**src/rtl/instr_loader_pkg.sv**
```systemverilog
// Shared types and constants for the boot-time instruction loader.
package instr_loader_pkg;

  typedef enum logic [2:0] {
    IDLE,
    HDR0,
    HDR1,
    PAYLOAD,
    CHECK,
    DONE,
    ERROR
  } state_t;

  localparam int DEF_ADDR_W = 8;
  localparam int DEF_CNT_W  = 16;
  localparam int CHECKSUM_W = 8;

endpackage

```
**src/rtl/instr_loader_word_packer.sv**
```systemverilog
// Packs accepted payload bytes into little-endian 32-bit words; pulses word_done on the 4th byte.
module instr_loader_word_packer (
  input  logic        clk,
  input  logic        rst,
  input  logic        clear,
  input  logic        accept,
  input  logic [7:0]  byte_in,
  output logic [31:0] word,
  output logic        word_done
);

  logic [1:0]  lane;
  logic [23:0] low_bytes;

  // The final byte bypasses the register so the full word is available on the completing edge.
  assign word      = {byte_in, low_bytes};
  assign word_done = accept && (lane == 2'd3);

  always_ff @(posedge clk or posedge rst) begin
    if (rst) begin
      lane      <= 2'd0;
      low_bytes <= 24'd0;
    end else if (clear) begin
      lane      <= 2'd0;
    end else if (accept) begin
      lane <= lane + 2'd1;
      case (lane)
        2'd0:    low_bytes[7:0]   <= byte_in;
        2'd1:    low_bytes[15:8]  <= byte_in;
        2'd2:    low_bytes[23:16] <= byte_in;
        default: ;
      endcase
    end
  end

endmodule

```
**src/rtl/instr_loader.sv**
```systemverilog
// Receives a length-prefixed, checksummed byte image and writes it into instruction memory,
// holding the core in reset until the image is verified.
module instr_loader
  import instr_loader_pkg::*;
#(
  parameter int ADDR_W = DEF_ADDR_W,
  parameter int CNT_W  = DEF_CNT_W
) (
  input  logic              clk,
  input  logic              rst,
  input  logic              start_i,
  input  logic [7:0]        byte_i,
  input  logic              byte_valid_i,
  output logic              byte_ready_o,
  output logic              load_en_o,
  output logic [ADDR_W-1:0] load_addr_o,
  output logic [31:0]       load_instr_o,
  output logic              core_rst_o,
  output logic              busy_o,
  output logic              done_o,
  output logic              error_o
);

  localparam int unsigned MAX_WORDS = 2**ADDR_W;

  state_t                state;
  logic [CNT_W-1:0]      word_total;
  logic [ADDR_W:0]       word_cnt;
  logic [CHECKSUM_W-1:0] checksum;

  logic             accept;
  logic             pack_clear;
  logic             pack_accept;
  logic             word_done;
  logic [31:0]      packed_word;
  logic [CNT_W-1:0] hdr_count;
  logic [CNT_W-1:0] next_words;

  assign accept      = byte_valid_i && byte_ready_o;
  assign pack_clear  = start_i && (state == IDLE || state == DONE || state == ERROR);
  assign pack_accept = accept && (state == PAYLOAD);
  assign hdr_count   = CNT_W'({byte_i, word_total[7:0]});
  assign next_words  = CNT_W'(word_cnt) + CNT_W'(1);

  instr_loader_word_packer u_packer (
    .clk       (clk),
    .rst       (rst),
    .clear     (pack_clear),
    .accept    (pack_accept),
    .byte_in   (byte_i),
    .word      (packed_word),
    .word_done (word_done)
  );

  always_ff @(posedge clk or posedge rst) begin
    if (rst) begin
      state        <= IDLE;
      byte_ready_o <= 1'b0;
      load_en_o    <= 1'b0;
      load_addr_o  <= '0;
      load_instr_o <= 32'd0;
      core_rst_o   <= 1'b1;
      busy_o       <= 1'b0;
      done_o       <= 1'b0;
      error_o      <= 1'b0;
      word_total   <= '0;
      word_cnt     <= '0;
      checksum     <= '0;
    end else begin
      load_en_o <= 1'b0;
      // Output word register is separate from the packer so the next byte can land during the strobe.
      if (word_done) begin
        load_en_o    <= 1'b1;
        load_instr_o <= packed_word;
        load_addr_o  <= word_cnt[ADDR_W-1:0];
      end

      case (state)
        IDLE, DONE, ERROR: begin
          if (start_i) begin
            state        <= HDR0;
            byte_ready_o <= 1'b1;
            core_rst_o   <= 1'b1;
            busy_o       <= 1'b1;
            done_o       <= 1'b0;
            error_o      <= 1'b0;
            word_total   <= '0;
            word_cnt     <= '0;
            checksum     <= '0;
          end
        end
        HDR0: begin
          if (accept) begin
            word_total[7:0] <= byte_i;
            state           <= HDR1;
          end
        end
        HDR1: begin
          if (accept) begin
            word_total <= hdr_count;
            if (hdr_count == '0) begin
              state <= CHECK;
            end else if (32'(hdr_count) > MAX_WORDS) begin
              state        <= ERROR;
              byte_ready_o <= 1'b0;
              busy_o       <= 1'b0;
              error_o      <= 1'b1;
            end else begin
              state <= PAYLOAD;
            end
          end
        end
        PAYLOAD: begin
          if (accept) begin
            checksum <= checksum + byte_i;
            if (word_done) begin
              word_cnt <= word_cnt + 1'b1;
              if (next_words == word_total) state <= CHECK;
            end
          end
        end
        CHECK: begin
          if (accept) begin
            byte_ready_o <= 1'b0;
            busy_o       <= 1'b0;
            if (byte_i == checksum) begin
              state      <= DONE;
              done_o     <= 1'b1;
              core_rst_o <= 1'b0;
            end else begin
              state   <= ERROR;
              error_o <= 1'b1;
            end
          end
        end
        default: state <= IDLE;
      endcase
    end
  end

endmodule

```
**config.mk**
```make
export PLATFORM = sky130hd
export DESIGN_NAME = instr_loader
export DESIGN_NICKNAME = d
export VERILOG_FILES = /design/src/rtl/instr_loader_pkg.sv /design/src/rtl/instr_loader_word_packer.sv /design/src/rtl/instr_loader.sv
export SDC_FILE = /design/constraint.sdc
export NUM_CORES = 1
export LEC_CHECK = 0
export ABC_AREA = 0
export CAP_MARGIN = 20
export CELL_PAD_IN_SITES_DETAIL_PLACEMENT = 0
export CELL_PAD_IN_SITES_GLOBAL_PLACEMENT = 2
export CORE_ASPECT_RATIO = 1.75
export CORE_MARGIN = 8
export CORE_UTILIZATION = 30
export CTS_BUF_LIST = sky130_fd_sc_hd__clkbuf_2 sky130_fd_sc_hd__clkbuf_4 sky130_fd_sc_hd__clkbuf_8
export DETAILED_ROUTE_END_ITERATION = 8
export PLACE_DENSITY_LB_ADDON = 0.1
export SLEW_MARGIN = 20
export SYNTH_ARGS = -nofsm -noshare
export SYNTH_HDL_FRONTEND = slang
export SYNTH_SLANG_ARGS = --single-unit
```
**constraint.sdc**
```tcl
create_clock -name clk -period 4.5 [get_ports clk]
set_input_delay 0.675 -clock clk [delete_from_list [all_inputs] [get_ports clk]]
set_output_delay 0.675 -clock clk [all_outputs]
set_load 0.05 [all_outputs]
```
=== Yosys cells after proc, flatten, opt, wreduce, memory -nomap -nowiden ===
Index checks and enable logic that the tools add are counted.

* Add/sub/neg operators: 4
* Reduce and logical (&&, ||, !) cells: 27
* Eq/ne operators: 22
* $lt $le $gt $ge: 1
* Bitwise gates (word level): 2
* Multiplexer cells: 45

{| class="wikitable"
|+ Operator list
! kind !! count
|-
| 16-bit two-way mux || 2
|-
| 8-bit one-hot mux with 2 select lines || 2
|-
| 3-bit two-way mux || 9
|-
| 9-bit two-way mux || 3
|-
| 8-bit two-way mux || 3
|-
| 8-bit one-hot mux with 3 select lines || 1
|-
| 2-bit inequality test (second input constant) || 9
|-
| 9-bit one-hot mux with 2 select lines || 1
|-
| 10-bit by 16-bit == test with 1-bit output || 1
|-
| 16-bit by 9-bit > comparator with 1-bit output (second input constant) || 1
|-
| 16-bit zero test || 1
|-
| 1-bit two-way mux || 16
|-
| 3-bit one-hot mux with 5 select lines || 1
|-
| 3-bit AND reduction || 5
|-
| 7-bit AND reduction || 2
|-
| 4-bit AND reduction || 3
|-
| 9-bit by 1-bit adder with 10-bit output (second input constant) || 1
|-
| 2-bit nonzero test || 5
|-
| 9-bit by 1-bit adder with 9-bit output (second input constant) || 1
|-
| 3-bit == test (second input constant) || 3
|-
| 8-bit adder || 1
|-
| 8-bit == test || 1
|-
| 3-bit by 2-bit == test with 1-bit output (second input constant) || 2
|-
| 2-bit two-way mux || 3
|-
| other kinds (15) || 24
|}

* Bits of input ports: 12
* Output and inout bits: 46
* Register bits: 107
* Word-level logic and storage cells: 117

=== Longest topological paths before layout ===
Gate-level depths: netlist of run 1.

* Depth after elaboration: 6
* Depth in mapped cells: 8
* Mapped depth without buffers: 8

=== Cells and area by module ===
From an unflattened synthesis of run 1, not the netlist that was laid out.

* Cell total of the unflattened synthesis: 464
* Area total of the unflattened synthesis: 5240.0 um^2

{| class="wikitable"
|+ By module, submodules not included
! module !! cells each !! area an instance (um^2) !! instances !! sequential area each (um^2)
|-
| instr_loader || 390 || 4088.9 || 1 || 2028.2
|-
| instr_loader_word_packer || 74 || 1151.1 || 1 || 650.6
|}

=== Worst setup path after synthesis of run 1 ===
No wires, ideal clock.

* Kind: reg2reg
* Start: reg busy_o (netlist name)
* End: reg state[1]
* Clock period less this slack: 2318 ps
* Stages on the path, launching flop included: 8
* Buffers on the path: 1
* Library setup time: 146 ps
* Path slack: 2182 ps
* Arrival time: 2173 ps
* Data required time: 4354 ps
* Path through: dfrtp_1 and3b_1 and3_1 buf_4 nand2_2 or3_1 o41ai_2 o221ai_1

{| class="wikitable"
|+ RTL lines
! element !! RTL line !! source
|-
| to (signal assigned) || instr_loader.sv:57 || <nowiki>state <= IDLE;</nowiki>
|-
| to (signal assigned) || instr_loader.sv:81 || <nowiki>state <= HDR0;</nowiki>
|-
| to (signal assigned) || instr_loader.sv:95 || <nowiki>state <= HDR1;</nowiki>
|-
| to (decl) || instr_loader.sv:26 || <nowiki>state_t state;</nowiki>
|}

=== Worst setup path in the final report of run 1 ===
* Start: in byte_valid_i
* End: reg state[0]

* Longest elaborated chain between the ends: 5
* Elaborated cells on any way between the ends: 9
* Classes of those cells: eq/ne: 5; reduce/logical: 4

{| class="wikitable"
|+ RTL lines
! element !! RTL line !! source
|-
| from (decl) || instr_loader.sv:13 || <nowiki>input logic byte_valid_i,</nowiki>
|-
| 1-bit logical AND * || instr_loader.sv:39 || <nowiki>assign accept = byte_valid_i && byte_ready_o;</nowiki>
|-
| 1-bit logical AND || instr_loader.sv:41 || <nowiki>assign pack_accept = accept && (state == PAYLOAD);</nowiki>
|-
| 1-bit logical AND || instr_loader_word_packer.sv:17 || <nowiki>assign word_done = accept && (lane == 2'd3);</nowiki>
|-
| 2-bit by 1-bit inequality test with 1-bit output (no source line) || -- ||
|-
| 7-bit AND reduction (no source line) * || -- ||
|}

Mark *: on every way between the ends. The rest lies on a longest branch, timed or not.
A chain may end at the register's enable or synchronous reset.

==> out/results.tsv, run 1 <==
metric	value	unit
finalMaxSlewViolations	0	
synth_top_family_by_area	simple AND/OR/NAND/NOR gates	
cts.sinks	107	
ir_worst_vdd	0.125	mV
die_h	188	µm
synthAdderAreaFrac	0.0334	
die_w	115	µm
clkTransAtPathRegs	120	ps
p_clk_frac	0.367	
die_area	0.0216	mm²
swShare	0.260	
wirelength	14400	µm
via_per_inst	4.85	
critPathLaunchType	input pin	
portBuffers	57	
final_cell_count_no_fill	829	
rsz0062_at_grt	no	
period_share	0.594	
synth_warnings	0	
cts_inserted_buffers	9	
setup_viol	0	
met2_usage	0.253	
synth_xor_area_frac	0.0258	
ioPinCount	58	
synth_edf_count	0	
min_path_type	reg -> reg	
maxCapViolCount	0	
ant_nets	0	
power_switching	423	µW
synth_compound_area_frac	0.118	
grt_pass1_vias	4166	
cts-hold-fix-buffers	0	
drive_gt1_frac	0.0914	
start_util	0.303	
gp_congestion	0.801	
synth_simple_gate_area_frac	0.220	
worstPathArrival	2890	ps
layout-area-overhead-vs-synth	19.6	%
clock_skew	19.5	ps
first_pass_iters	4	
fmax	0.374	GHz
worst_pin_slew	954	ps
cts-resized-gates	0	
ys_async_sr_fraction	1.00	
dr_total_vias	4024	
ys_seq_elements	107	
synthMuxAreaShare	0.0464	
worstPathRequired	4720	ps
synth.avg_cell_area	9.31	µm²
power.density	267	mW/mm²
antenna_found_initial	0	
synth.distinct_cells	50	
syn_inst	547	
clock-root-buffer	clkbuf_8	
n_antenna_cell	0	
drc	0	
busiest_layer	met2	
rows	63	
p_leak	0.00290	µW
numPlacedInstances	813	
drt_iter0_markers	179	
core-area	0.0168	mm²
timing.hold.ws	467	ps
power.sequential.fraction	0.591	
finalHoldViolCount	0	
routedWlPerCell	17.3	µm
grt_pass1_wl	23300	µm
dp_hpwl	10200	µm
outcome	complete, no violations	
total_power	1630	µW
power_frac_comb	0.042	
cts-htree-levels	3	
clock_path_buffers	2	
grt_start_max_net_pins	65	
tns	0	ps
grtUsageMet1	0.160	
cp_max_fo	9	
syn_nets	572	
cts_tree	yes	
slew-limit-headroom	0.359	
globalRouteTotalUtil	0.140	
path_class	in -> reg	
use_met3	0.0244	
fin_crit	2670	ps
ys_seq_area_frac	0.526	
crit_path_end_kind	flop	
ys.flop_type	dfrtp_1	
cts_setup_buffers	0	
syn_area	0.00509	mm²
clock_latency	390	ps
layout.nets	622	
grt_overflow	0	
internal-power	1210	µW
## metrics by stage
step	cell area, µm²	setup slack, ps	util
after global placement	5890	1490	0.351
after detailed placement	5890	1390	0.351
after CTS	6090	1790	0.363
after global routing	6090	1550	0.363
final	6090	1830	0.363
after floorplan	5090	1010	-
## area by class of cell
class	count	area, µm²
Fill cell	1763	10700
Sequential cell	107	2680
Timing Repair Buffer	64	623
Inverter	12	47.5
Multi-Input combinational cell	403	2260
Clock buffer	10	131
Tap cell	227	284
Clock inverter	6	67.6
## placed cells by master (no fill, tap or decap), types with 3 or more instances in the layout
| cell type | instances |
|---|---|
| nand2_1 | 178 |
| dfrtp_1 | 106 |
| clkdlybuf4s50_1 | 57 |
| o21ai_0 | 47 |
| nand3_1 | 25 |
| mux2_2 | 21 |
| nor2_1 | 13 |
| ha_1 | 12 |
| xnor2_1 | 10 |
| inv_1 | 10 |
| clkbuf_8 | 9 |
| a21oi_1 | 8 |
| buf_4 | 7 |
| nor3_1 | 6 |
| o21bai_1 | 6 |
| a31oi_1 | 6 |
| nor2b_1 | 5 |
| o21a_1 | 5 |
| xor2_1 | 5 |
| and3_1 | 4 |
| o31ai_1 | 4 |
| or3_1 | 4 |
| nor4_1 | 4 |
| a21o_1 | 3 |
| o41ai_1 | 3 |
| nand2b_1 | 3 |
| o21ai_1 | 3 |
| nor3b_1 | 3 |
| inv_6 | 3 |
## worst max-delay path, stage by stage
cell and delay [ps]:
clkdlybuf4s50_1 490, and3b_1 260, and3_1 390, nand2_2 120, or3_1 400, o41ai_2 380, o221ai_1 170
## layer usage
layer / routed length (µm) / vias up
met5: 0 / -
met1: 5940 / 1977
met4: 255 / 0
met2: 7700 / 72
met3: 474 / 18
li1: - / 1957
## power by group through the flow
stage | registers, µW | clock network (µW) | logic [µW]
final | 963 | 598 | 69.0
after floorplan | 985 | 0 | 28.4
after global routing | 964 | 662 | 77.9
after global placement | 982 | 0 | 71.8
after CTS | 963 | 633 | 71.9
after detailed placement | 982 | 0 | 71.8
## logic make-up (layout without fill, tap and decap cells)
group,Yosys count,after routing
muxes,21,21
DFF,107,107
and+or+nand+nor,257,257
adders and majority gates,13,13
AOI/OAI and AO/OA,97,97
xor gates and xnor gates,15,15
buffers and inverters,37,92
## final timing paths
kind	from	to	slack, ps	cells past startpoint
setup / recovery	byte_valid_i	state[0]	1830	7
hold / removal	u_packer.low_bytes[5]	load_instr_o[5]	470	2
setup reg to reg	word_cnt[0]	state[0]	1920	7
hold reg to reg	u_packer.low_bytes[5]	load_instr_o[5]	470	2
max in group asynchronous	rst	core_rst_o	2790	3
min in group asynchronous	rst	load_instr_o[3]	800	2
## cells in the mapped netlist, types with 3 or more instances
| master | instances | area share |
|---|---|---|
| a21o_1 | 3 | 0.0044 |
| a21oi_1 | 8 | 0.0079 |
| a31oi_1 | 6 | 0.0074 |
| and3_1 | 4 | 0.0049 |
| buf_1 | 4 | 0.0029 |
| buf_2 | 3 | 0.0029 |
| buf_4 | 4 | 0.0059 |
| clkbuf_1 | 14 | 0.010 |
| dfrtp_1 | 106 | 0.52 |
| ha_1 | 12 | 0.029 |
| inv_1 | 11 | 0.0081 |
| mux2_2 | 21 | 0.046 |
| nand2_1 | 178 | 0.13 |
| nand2b_1 | 3 | 0.0037 |
| nand3_1 | 25 | 0.025 |
| nor2_1 | 13 | 0.0096 |
| nor2b_1 | 5 | 0.0061 |
| nor3_1 | 6 | 0.0059 |
| nor3b_1 | 3 | 0.0044 |
| nor4_1 | 4 | 0.0049 |
| o21a_1 | 5 | 0.0074 |
| o21ai_0 | 47 | 0.046 |
| o21ai_1 | 4 | 0.0039 |
| o21bai_1 | 6 | 0.0088 |
| o31ai_1 | 4 | 0.0059 |
| o41ai_1 | 3 | 0.0052 |
| or3_1 | 4 | 0.0049 |
| xnor2_1 | 10 | 0.017 |
| xor2_1 | 5 | 0.0086 |
## sequential cells by signal, summed over array words and instances, names as in the netlist, 2 cells and up
name                flops
checksum                8
load_addr_o             8
load_instr_o           32
state                   3
u_packer.lane           2
u_packer.low_bytes     24
word_cnt                9
word_total             16
(Power assumes the default switching activity.)
==> run 2: changes to the inputs <==
==> constraint.sdc (replaced) <==
create_clock -name clk -period 2.52 [get_ports clk]
set_input_delay 0.378 -clock clk [delete_from_list [all_inputs] [get_ports clk]]
set_output_delay 0.378 -clock clk [all_outputs]
set_load 0.05 [all_outputs]
==> out/results.tsv, run 2 (synthesis results as in run 1) <==
metric	value	unit
worstHoldEndpoint	load_instr_o[4]	
crit_path_end_kind	flop	
final_cell_mix	nand2_1, dfrtp_1, clkdlybuf4s50_1	
cts_tree	yes	
clkTransAtPathRegs	120	ps
rr_startpoint	word_total[10]	
top_register	load_instr_o	
grt_overflow	0	
grt_pass1_vias	4175	
numPlacedInstances	837	
cts-htree-levels	3	
globalRouteTotalUtil	0.136	
outcome	complete, no violations	
cts_setup_buffers	0	
cts-resized-gates	0	
dp_hpwl	9990	µm
rsz0062_at_grt	no	
routedWlPerCell	16.4	µm
period_share	0.911	
final_cell_count_no_fill	853	
ff2ff_setup_slack	230	ps
die_w	115	µm
largest_reg_flops	32	
worstPathRequired	2760	ps
start_util	0.303	
cts-hold-fix-buffers	0	
largestRegisters	load_instr_o (32), u_packer.low_bytes (24), word_total (16)	
finalMaxSlewViolations	0	
whs_path_depth	2	
ant_nets	0	
antenna_found_initial	0	
setup_viol	0	
finalHoldViolCount	0	
min_path_type	reg -> reg	
drive_gt1_frac	0.125	
die_area	0.0216	mm²
slew-limit-headroom	0.604	
layout.nets	646	
clock_path_buffers	2	
ioPinCount	58	
core-area	0.0168	mm²
grt_start_max_net_pins	108	
post-route-cell-area	0.00629	mm²
rows	63	
layout_commonest_cell	nand2_1	
dpl_worst_slack	26.3	ps
worstPathArrival	2540	ps
drt_iter0_markers	212	
finalWorstSetupSlack	225	ps
cts.sinks	107	
layout-area-overhead-vs-synth	23.6	%
gp_congestion	0.827	
grt_pass1_wl	22800	µm
fmax	0.436	GHz
ir_worst_vdd	0.214	mV
via_per_inst	4.80	
path_class	reg -> reg	
die_h	188	µm
wirelength	14000	µm
r2r-end	state[1]	
fin_crit	2290	ps
first_pass_iters	4	
timing.hold.ws	472	ps
p_leak	0.00301	µW
portBuffers	57	
n_antenna_cell	0	
dpl-instance-area	0.00610	mm²
hp-start	u_packer.low_bytes[4]	
drc	0	
critPathLaunchType	flop	
clock-root-buffer	clkbuf_8	
tns	0	ps
worst_pin_slew	593	ps
cp_max_fo	3	
ff2ff_path_depth	6	
clock_skew	15.3	ps
cts_inserted_buffers	9	
clock_latency	380	ps
power.density	466	mW/mm²
dr_total_vias	4096	
maxCapViolCount	0	
==> run 2: changes by cell type in the layout (fill, tap and decap cells not counted) <==
cell        change
buf_12          +2
buf_4          +22
clkinv_4        -1
clkinv_8        -1
clkinvlp_4      +1
inv_4           -1
inv_8           +2
o21ai_1         +1
o21ai_2         -1
==> run 2: report_power, final <==
group / leakage (µW) / internal, µW / total [µW] / switching (µW)
clock network: 0.000102 / 405 / 1080 / 676
registers: 0.00147 / 1720 / 1720 / 1.33
logic: 0.00144 / 43.0 / 131 / 88.0
==> run 2: layout make-up <==
cell class | count | area, µm²
inverter | 12 | 48.8
clock inverter | 6 | 65.1
timing repair buffer | 88 | 828
clock buffer | 10 | 131
fill | 1763 | 10500
tap | 227 | 284
multi-input combinational | 403 | 2260
sequential | 107 | 2680
==> run 2: worst max-delay path by stage <==
stage | startpoint | to | slack (ps) | cells past startpoint
floorplan | busy_o | state[1] | 200 | 7
global placement | byte_i[0] | checksum[6] | 60 | 9
detailed placement | byte_valid_i | state[1] | 30 | 7
CTS | word_total[10] | state[1] | 190 | 6
global route | word_cnt[0] | state[0] | 90 | 7
finish | word_total[10] | state[1] | 230 | 6
==> run 2: stage by stage <==
step,utilization,total power (µW)
2_1_floorplan,-,1810
5_1_grt,0.375,3060
6_report,0.375,2930
4_1_cts,0.375,2990
3_5_place_dp,0.363,1890
3_3_place_gp,0.363,1890
==> run 2: per-layer routing <==
layer | track usage | vias to the layer above | part of all wire
met5 | 0 | - | 0
met4 | 0.0479 | 0 | 0.020
met3 | 0.0234 | 16 | 0.034
met2 | 0.250 | 66 | 0.54
met1 | 0.151 | 2015 | 0.40
li1 | - | 1999 | -
==> run 2: worst max-delay path, stage by stage (launching register included) <==
cell and delay [ps]:
dfrtp_1 410, or4_4 520, nor4_2 200, nand4_1 140, or3_1 340, o41ai_2 390, o221ai_1 160
==> run 3: changes to the inputs <==
--- a/config.mk
+++ b/config.mk
@@ -11,7 +11,7 @@
 export CELL_PAD_IN_SITES_GLOBAL_PLACEMENT = 2
 export CORE_ASPECT_RATIO = 1.75
 export CORE_MARGIN = 8
-export CORE_UTILIZATION = 30
+export CORE_UTILIZATION = 36
 export CTS_BUF_LIST = sky130_fd_sc_hd__clkbuf_2 sky130_fd_sc_hd__clkbuf_4 sky130_fd_sc_hd__clkbuf_8
 export DETAILED_ROUTE_END_ITERATION = 8
 export PLACE_DENSITY_LB_ADDON = 0.1
==> out/results.tsv, run 3 (synthesis results as in run 1) <==
metric	value	unit
portBuffers	57	
ioPinCount	58	
drt_iter0_markers	141	
finalWorstSetupSlack	152	ps
critPathBufInv	0	
layout-area-overhead-vs-synth	22.3	%
dp_hpwl	9640	µm
num-fill-cells	1424	
rsz0062_at_grt	no	
cts-htree-levels	3	
drive_gt1_frac	0.123	
antenna_found_initial	0	
outcome	complete, no violations	
worst_pin_slew	891	ps
core-area	0.0138	mm²
min_path_type	in -> async	
grt_overflow	0	
via_per_inst	5.03	
rows	57	
ant_nets	0	
clock-root-buffer	clkbuf_8	
grt_pass1_vias	4197	
cts_setup_buffers	0	
top_register	load_instr_o	
dpl_worst_slack	-139	ps
clkTransAtPathRegs	130	ps
worstPathArrival	2610	ps
gp_congestion	0.833	
fin_crit	2370	ps
finalMaxSlewViolations	0	
grt_pass1_wl	22000	µm
cts-hold-fix-buffers	0	
globalRouteTotalUtil	0.149	
layout_commonest_cell	nand2_1	
crit_path_end_kind	flop	
cts_tree	yes	
start_util	0.368	
cts_inserted_buffers	9	
path_delay_family	compound AO/OA/AOI/OAI gates	
die_w	106	µm
routedWlPerCell	16.4	µm
worstPathRequired	2760	ps
die_h	173	µm
drc	0	
setup_viol	0	
slew-limit-headroom	0.402	
critPathLaunchType	flop	
cts.sinks	107	
timing.hold.ws	359	ps
power.density	469	mW/mm²
n_antenna_cell	0	
path_class	reg -> reg	
layout.nets	645	
finalHoldViolCount	0	
die_area	0.0184	mm²
path_cells	ha_1 -> nand3_1 -> or3_1 -> o211ai_1 -> a31oi_1 -> o41ai_2 -> o221ai_1	
critPathSlowestCell	o41ai_2	
fmax	0.422	GHz
period_share	0.940	
first_pass_iters	4	
dr_total_vias	4031	
clock_path_buffers	2	
grt_start_max_net_pins	62	
cts-resized-gates	0	
max_stage_delay	550	ps
largest_reg_flops	32	
maxCapViolCount	0	
ir_worst_vdd	0.202	mV
clock_latency	390	ps
cp_max_fo	5	
clock_skew	20.7	ps
wirelength	13200	µm
largestRegisters	load_instr_o (32), u_packer.low_bytes (24), word_total (16)	
final_cell_mix	nand2_1, dfrtp_1, clkdlybuf4s50_1	
p_leak	0.00301	µW
-- run 3: cell types whose count changed in the layout (fill, tap and decap cells not counted), sizes merged --
| cell | before | now |
|---|---|---|
| clkbuf | 10 | 9 |
| inv | 16 | 14 |
| clkinv | 1 | 4 |
| buf | 31 | 30 |
-- run 3: layer usage --
metal  track usage  up-vias  share of wire
met1         0.173     1959           0.42
met2         0.267       65           0.53
met3        0.0298        8          0.035
li1              -     1999              -
met4        0.0442        0          0.012
met5             0        -              0
-- run 3: path summary, 6_finish.rpt --
kind,cells after the start,startpoint,slack (ps),end
min reg2reg,2,u_packer.low_bytes[16],470,load_instr_o[16]
min,2,rst,360,load_instr_o[8]
min in group clk,2,u_packer.low_bytes[16],470,load_instr_o[16]
max in group asynchronous,3,rst,1420,core_rst_o
max reg2reg,7,word_cnt[1],150,state[1]
max,7,word_cnt[1],150,state[1]
-- run 3: worst reg2reg max path: stages (launching register included) --
cell      delay [ps]
dfrtp_1          430
ha_1             190
nand3_1          140
or3_1            420
o211ai_1         180
a31oi_1          130
o41ai_2          550
o221ai_1         200
-- run 3: where the power goes --
part / internal, µW / switching (µW)
registers: 1720 / 1.12
logic: 44.6 / 85.7
clock network: 398 / 678
total: 2160 / 765
-- run 3: through the flow --
step / utilization / setup TNS (ps) / instance area (µm²) / power (µW) / instances
after floorplan: - / 0 / 5100 / 1810 / 547
after global placement: 0.436 / -210 / 6030 / 1890 / 786
after detailed placement: 0.436 / -391 / 6030 / 1890 / 786
after CTS: 0.450 / 0 / 6230 / 2980 / 802
after global routing: 0.450 / 0 / 6230 / 3060 / 802
final: 0.450 / 0 / 6230 / 2930 / 802
-- run 3: area by class of cell --
type                       instances  area (µm²)  share of cell area
sequential                       107        2680               0.430
timing repair buffer              87         821               0.132
multi-input combinational        403        2260               0.362
inverter                          12        48.8             0.00783
clock inverter                     7        80.1              0.0129
clock buffer                       9         124              0.0199
tap                              177         221              0.0355
